### src/rtl/waveform_sequencer.sv
// waveform_sequencer: 16x8 pattern memory serialised LSB-first by a
// start/stop FSM over a wrapping address window. Option: WAVE_SEQ_LOOP_EN.
module waveform_sequencer (
  input  logic       clk,
  input  logic       clear_n,
  input  logic       wr_en,
  input  logic [3:0] wr_addr,
  input  logic [7:0] wr_data,
  input  logic [3:0] first_addr,
  input  logic [3:0] last_addr,
  input  logic       loop,
  input  logic       start,
  input  logic       stop,
  output logic       wave_out,
  output logic       wave_valid,
  output logic       busy,
  output logic       done,
  output logic [3:0] cur_addr,
  output logic [2:0] bit_idx
);

  typedef enum logic [1:0] {
    IDLE,
    LOAD,
    SHIFT,
    DONE
  } state_e;

  state_e     state_q;
  logic [7:0] mem_q [16];
  logic [7:0] word_q;
  logic [3:0] addr_q;
  logic [3:0] first_q;
  logic [3:0] last_q;
  logic [2:0] bit_q;
  logic       stop_pend_q;
  logic       valid_q;
  logic       busy_q;
  logic       done_q;

  logic       loop_eff;
  logic       stop_d;
  logic       at_last;
  logic       word_end;
  logic       go;
  logic [3:0] next_addr_d;

  assign go = (state_q == IDLE) && start && !stop;

`ifdef WAVE_SEQ_LOOP_EN
  logic loop_q;

  // Capture the repeat request together with the window.
  always_ff @(posedge clk or negedge clear_n) begin
    if (!clear_n) begin
      loop_q <= 1'b0;
    end else if (go) begin
      loop_q <= loop;
    end
  end

  assign loop_eff = loop_q;
`else
  logic unused_loop;
  assign unused_loop = loop;
  assign loop_eff    = 1'b0;
`endif

  assign stop_d      = stop_pend_q | stop;
  assign at_last     = (addr_q == last_q);
  assign word_end    = (bit_q == 3'd7);
  assign next_addr_d = at_last ? first_q : addr_q + 4'd1;

  // Pattern memory: writes in any state, reset restores the default pattern.
  always_ff @(posedge clk or negedge clear_n) begin
    if (!clear_n) begin
      for (int i = 0; i < 16; i++) begin
        mem_q[i] <= i[0] ? 8'hAA : 8'hCC;
      end
    end else if (wr_en) begin
      mem_q[wr_addr] <= wr_data;
    end
  end

  // Sequencer FSM with registered status outputs.
  always_ff @(posedge clk or negedge clear_n) begin
    if (!clear_n) begin
      state_q     <= IDLE;
      word_q      <= 8'h00;
      addr_q      <= 4'd0;
      first_q     <= 4'd0;
      last_q      <= 4'd0;
      bit_q       <= 3'd0;
      stop_pend_q <= 1'b0;
      valid_q     <= 1'b0;
      busy_q      <= 1'b0;
      done_q      <= 1'b0;
    end else begin
      unique case (state_q)
        IDLE: begin
          if (go) begin
            first_q <= first_addr;
            last_q  <= last_addr;
            addr_q  <= first_addr;
            busy_q  <= 1'b1;
            state_q <= LOAD;
          end
        end
        LOAD: begin
          if (stop) stop_pend_q <= 1'b1;
          word_q  <= mem_q[addr_q];
          bit_q   <= 3'd0;
          valid_q <= 1'b1;
          state_q <= SHIFT;
        end
        SHIFT: begin
          if (stop) stop_pend_q <= 1'b1;
          if (!word_end) begin
            bit_q <= bit_q + 3'd1;
          end else if (stop_d || (at_last && !loop_eff)) begin
            bit_q   <= 3'd0;
            valid_q <= 1'b0;
            done_q  <= 1'b1;
            state_q <= DONE;
          end else begin
            addr_q <= next_addr_d;
            word_q <= mem_q[next_addr_d];
            bit_q  <= 3'd0;
          end
        end
        DONE: begin
          done_q      <= 1'b0;
          busy_q      <= 1'b0;
          stop_pend_q <= 1'b0;
          state_q     <= IDLE;
        end
        default: state_q <= IDLE;
      endcase
    end
  end

  assign wave_out   = valid_q & word_q[bit_q];
  assign wave_valid = valid_q;
  assign busy       = busy_q;
  assign done       = done_q;
  assign cur_addr   = addr_q;
  assign bit_idx    = bit_q;

endmodule
### config.mk
export PLATFORM = sky130hd
export DESIGN_NAME = waveform_sequencer
export DESIGN_NICKNAME = d
export VERILOG_FILES = /design/src/rtl/waveform_sequencer.sv
export SDC_FILE = /design/constraint.sdc
export NUM_CORES = 1
export LEC_CHECK = 0
export CAP_MARGIN = 30
export CORE_AREA = 2 2 132 230
export CTS_CLUSTER_DIAMETER = 60
export CTS_CLUSTER_SIZE = 24
export DETAILED_ROUTE_END_ITERATION = 6
export DIE_AREA = 0 0 134 232
export SLEW_MARGIN = 20
export SYNTH_ARGS = -nofsm -noshare
export SYNTH_HDL_FRONTEND = slang
export SYNTH_SLANG_ARGS = --single-unit
### constraint.sdc
create_clock -name clk -period 7 [get_ports clk]
set_input_delay 1.4 -clock clk [delete_from_list [all_inputs] [get_ports clk]]
set_output_delay 1.4 -clock clk [all_outputs]
set_load 0.02 [all_outputs]
==> metrics.md <==
| Metric | Value |
|---|---|
| Setup TNS | 0 ps |
| DR iter-0 viols | 406 |
| Starting Density | 0.295 |
| First-pass GRT wire length | roughly 37000 um |
| Post-CTS sizing | 0 |
| Post-Syn Area per Cell | approximately 12 um2 |
| Post-synthesis mux area share | 0.319 |
| Critical Path AT | 4160 ps |
| WP data required | 7310 ps |
| Die height | approximately 230 um |
| Total track usage | 0.158 |
| CP Class | reg2reg |
| Share of the clock period used by the worst path | 0.550 |
| Ys Warns | 0 |
| Post-Route WL | 23900 um |
| Post-CTS Setup Inserts | 0 |
| Sequential-to-total area share from yosys stat | 0.465 |
| Antenna violations before repair | 2 |
| Core Area | a little under 30000 um2 |
| Worst Skew | roughly 9.0 ps |
| Synth Area in Compound Gates | 0.0501 |
| Power density cells | 444 nW/um2 |
| First-pass iteration count of the detailed router | 5 |
| Antenna Cells | 0 |
| Largest net degree at the start of global routing | just over 80 |
| Synthesized instance count | 719 |
| Share of cells above drive strength 1 | 0.392 |
| DR DRC count | 0 |
| Rows | 83 |
| Hold path depth | 2 |
| Post-Synth Adder-Cell Area | 0.0102 |
| R2R depth | 8 |
| Area growth syn-to-layout | 16.5% |
| XOR/XNOR Fraction of Synth Area | 0.00799 |
| Tmin final | 3850 ps |
| Worst R2R End | word_q[6] |
| Clk root buf | clkbuf_16 |
| Crit-path max FO | 47 |
| Synth area leader | dfrtp_1 |
| Min-delay src | word_q[0] |
| Area fraction of the dominant cell type after synthesis | 0.270 |
| Hold Path End | word_q[0] |
| Clock transition at path regs | 60 ps |
| RePlAce Congestion | 0.800 |
| Slew HR | 0.278 |
| Dpl hpwl | 16000 um |
| Number of distinct library cells after synthesis | 50 |
| Main combinational cell family by area after synthesis | multiplexers |
| Avg Vias per Cell | 5.28 |
| Ys async rst share | 1.00 |
| Cell Count, Final, Fillers Out | 1143 |
| Clock tree from TritonCTS | built |
| Synthesized flop and latch total | approximately 160 |
| Post-synthesis cell area | 8610 um2 |
| Largest cells by area after synthesis | dfrtp_1 27%, dfstp_2 20%, mux2_2 18%, mux4_2 9.4%, nand2_1 5.2% |
| Clock Latency Late Sink | 430 ps |
| Max-slew violations | 0 |
| Final core occ | 0.344 |
| Final Setup Violations | 0 |
| Hold slack final | 508 ps |
| Number of buffers added on ports | 35 |
| Fin. Hold Viols | 0 |
| TritonCTS Buffers | 17 |
| ANT nets after route | 0 |
| Tightest Pin Transition | 1080 ps |
| Crit end category | flip-flop |
| GR Overflow Total | 0 |
| Fin nets | 781 |
| Clock sinks | 157 |
| Worst-case clock buffer depth | 2 |
| Io pins | 37 |
| Fillcell total | 2824 |
| Reg-to-reg slack, setup | ~3200 ps |
| Max Clk Rate | between 200 and 300 MHz |
| Kind of path behind the tightest hold check | reg2reg |
| Die W | 134 um |
| Critical Path Source Type | flip-flop |
| Die area | roughly 31000 um2 |
| Routed len/inst | ~21 um |
| Routed vias | roughly 6000 |
| Reg-to-Reg Start | cur_addr[1] |
| Maximum VDD drop | 284 uV |
| Total Power | between 4 and 5 mW |
| RSZ-0062 raised after global routing | false |
| Vias in the first global route | between 6000 and 7000 |
| Post-synth EDFFs | 0 |
| Synth Area in Simple Gates | 0.118 |
| Leak | approximately 4.0 nW |
| Hold-fix buffers, CTS | 0 |
| Top_reg_cell synth | dfrtp_1 |
| Syn Nets | 752 |
| Cell count after placement | 1106 |
| Outcome | completed |
| H-tree levels | 4 |
| Max Cap Viol | 0 |
cell usage after synthesis (2+ instances only):
cell	n
mux4_2	36
inv_1	11
dfstp_2	64
o31ai_1	4
nand3_1	42
or3_1	3
a221oi_1	7
o211a_1	2
nand3b_1	3
clkbuf_1	28
xnor2_1	2
dfrtp_1	93
o2111ai_1	7
nor3_1	3
mux2i_1	33
ha_1	7
a21oi_1	6
o21ai_0	9
a32oi_1	7
mux2_2	137
nor3b_1	2
nor2b_1	5
nand4_1	16
nor2_1	18
and3_1	3
o21a_1	2
buf_6	3
buf_2	13
xor2_1	4
nand2b_1	4
o21ai_1	7
nand2_1	120
how the worst max path moves through the flow:
| stage | startpoint | end | slack [ps] | depth (start not counted) |
|---|---|---|---|---|
| floorplan | stop | word_q[4] | 4280 | 6 |
| global route | cur_addr[1] | word_q[6] | 2920 | 8 |
| finish | cur_addr[1] | word_q[6] | 3150 | 8 |
| global placement | cur_addr[1] | word_q[6] | 3190 | 8 |
| CTS | cur_addr[1] | word_q[6] | 3150 | 8 |
| detailed placement | cur_addr[1] | word_q[6] | 3160 | 8 |
per-stage QoR:
stage / cell area (um2) / worst slack (ps)
floorplan: 8610 / 4280
global placement: 9330 / 3190
detailed placement: 9380 / 3160
CTS: 9980 / 3150
global route: 10000 / 2920
finish: 10000 / 3150
power by group:
group | internal [mW] | total, mW | switching [mW] | leakage (nW)
clock | 0.580 | 0.957 | 0.377 | 0.301
sequential | 1.22 | 1.43 | 0.211 | 1.81
combinational | 0.880 | 2.06 | 1.18 | 1.87
cell type report:
class                   instances  area [um2]  area share
clock buffers                  21         460      0.0459
clock inverters                11         141      0.0141
inverters                      11        41.3     0.00412
multi-input cells             505        4370       0.435
flip-flops and latches        157        4010       0.400
well taps                     382         478      0.0476
repair buffers                 56         534      0.0532
state kept, by name, summed over array words and instances, names as in the netlist, 2 cells and up:
name and flops:
word_q 8, cur_addr 4, state_q 2, mem_q 128, bit_idx 3, first_q 4
last_q 4
kinds of logic (layout without fill, tap and decap cells):
family          Yosys count  count (layout)
mux                     209             209
xor+xnor                  7               7
flops                   157             157
buf+inv                  57              99
simple gates            222             222
compound gates           60              60
fa+ha+maj                 7               7
worst max-delay path, cell delays in order, from the launching register on:
cell,delay [ps]
dfrtp_2,340
buf_4,610
xor2_1,230
or4_1,800
mux2_4,740
mux4_1,410
mux2i_1,290
nand4_1,120
and3_1,170
layer usage:
layer  track usage  vias to the layer above  part of all wire
li1              -                     2702                 -
met1         0.185                     3113              0.40
met2         0.277                      169              0.52
met3        0.0271                       42             0.040
met4        0.0771                        4             0.037
met5             0                        -            0.0010
layout by cell type (no fill, tap or decap), types with 3 or more instances in the layout:
cell type	n
ha_1	7
or3_1	3
dfstp_2	64
nand2b_1	4
a221oi_1	7
nor3_1	3
clkbuf_16	17
inv_1	11
bufinv_16	3
nand2_1	120
dfrtp_1	92
mux2_2	137
clkdlybuf4s50_1	34
and3_1	3
a32oi_1	7
nor2_1	18
buf_4	17
xor2_1	4
o2111ai_1	7
nand4_1	16
nor2b_1	5
o21ai_0	9
mux2i_1	31
clkinv_2	5
buf_6	3
o21ai_1	7
o31ai_1	3
mux4_2	36
nand3b_1	3
a21oi_1	6
nand3_1	42
No activity file was read; power rests on OpenSTA's default activity.
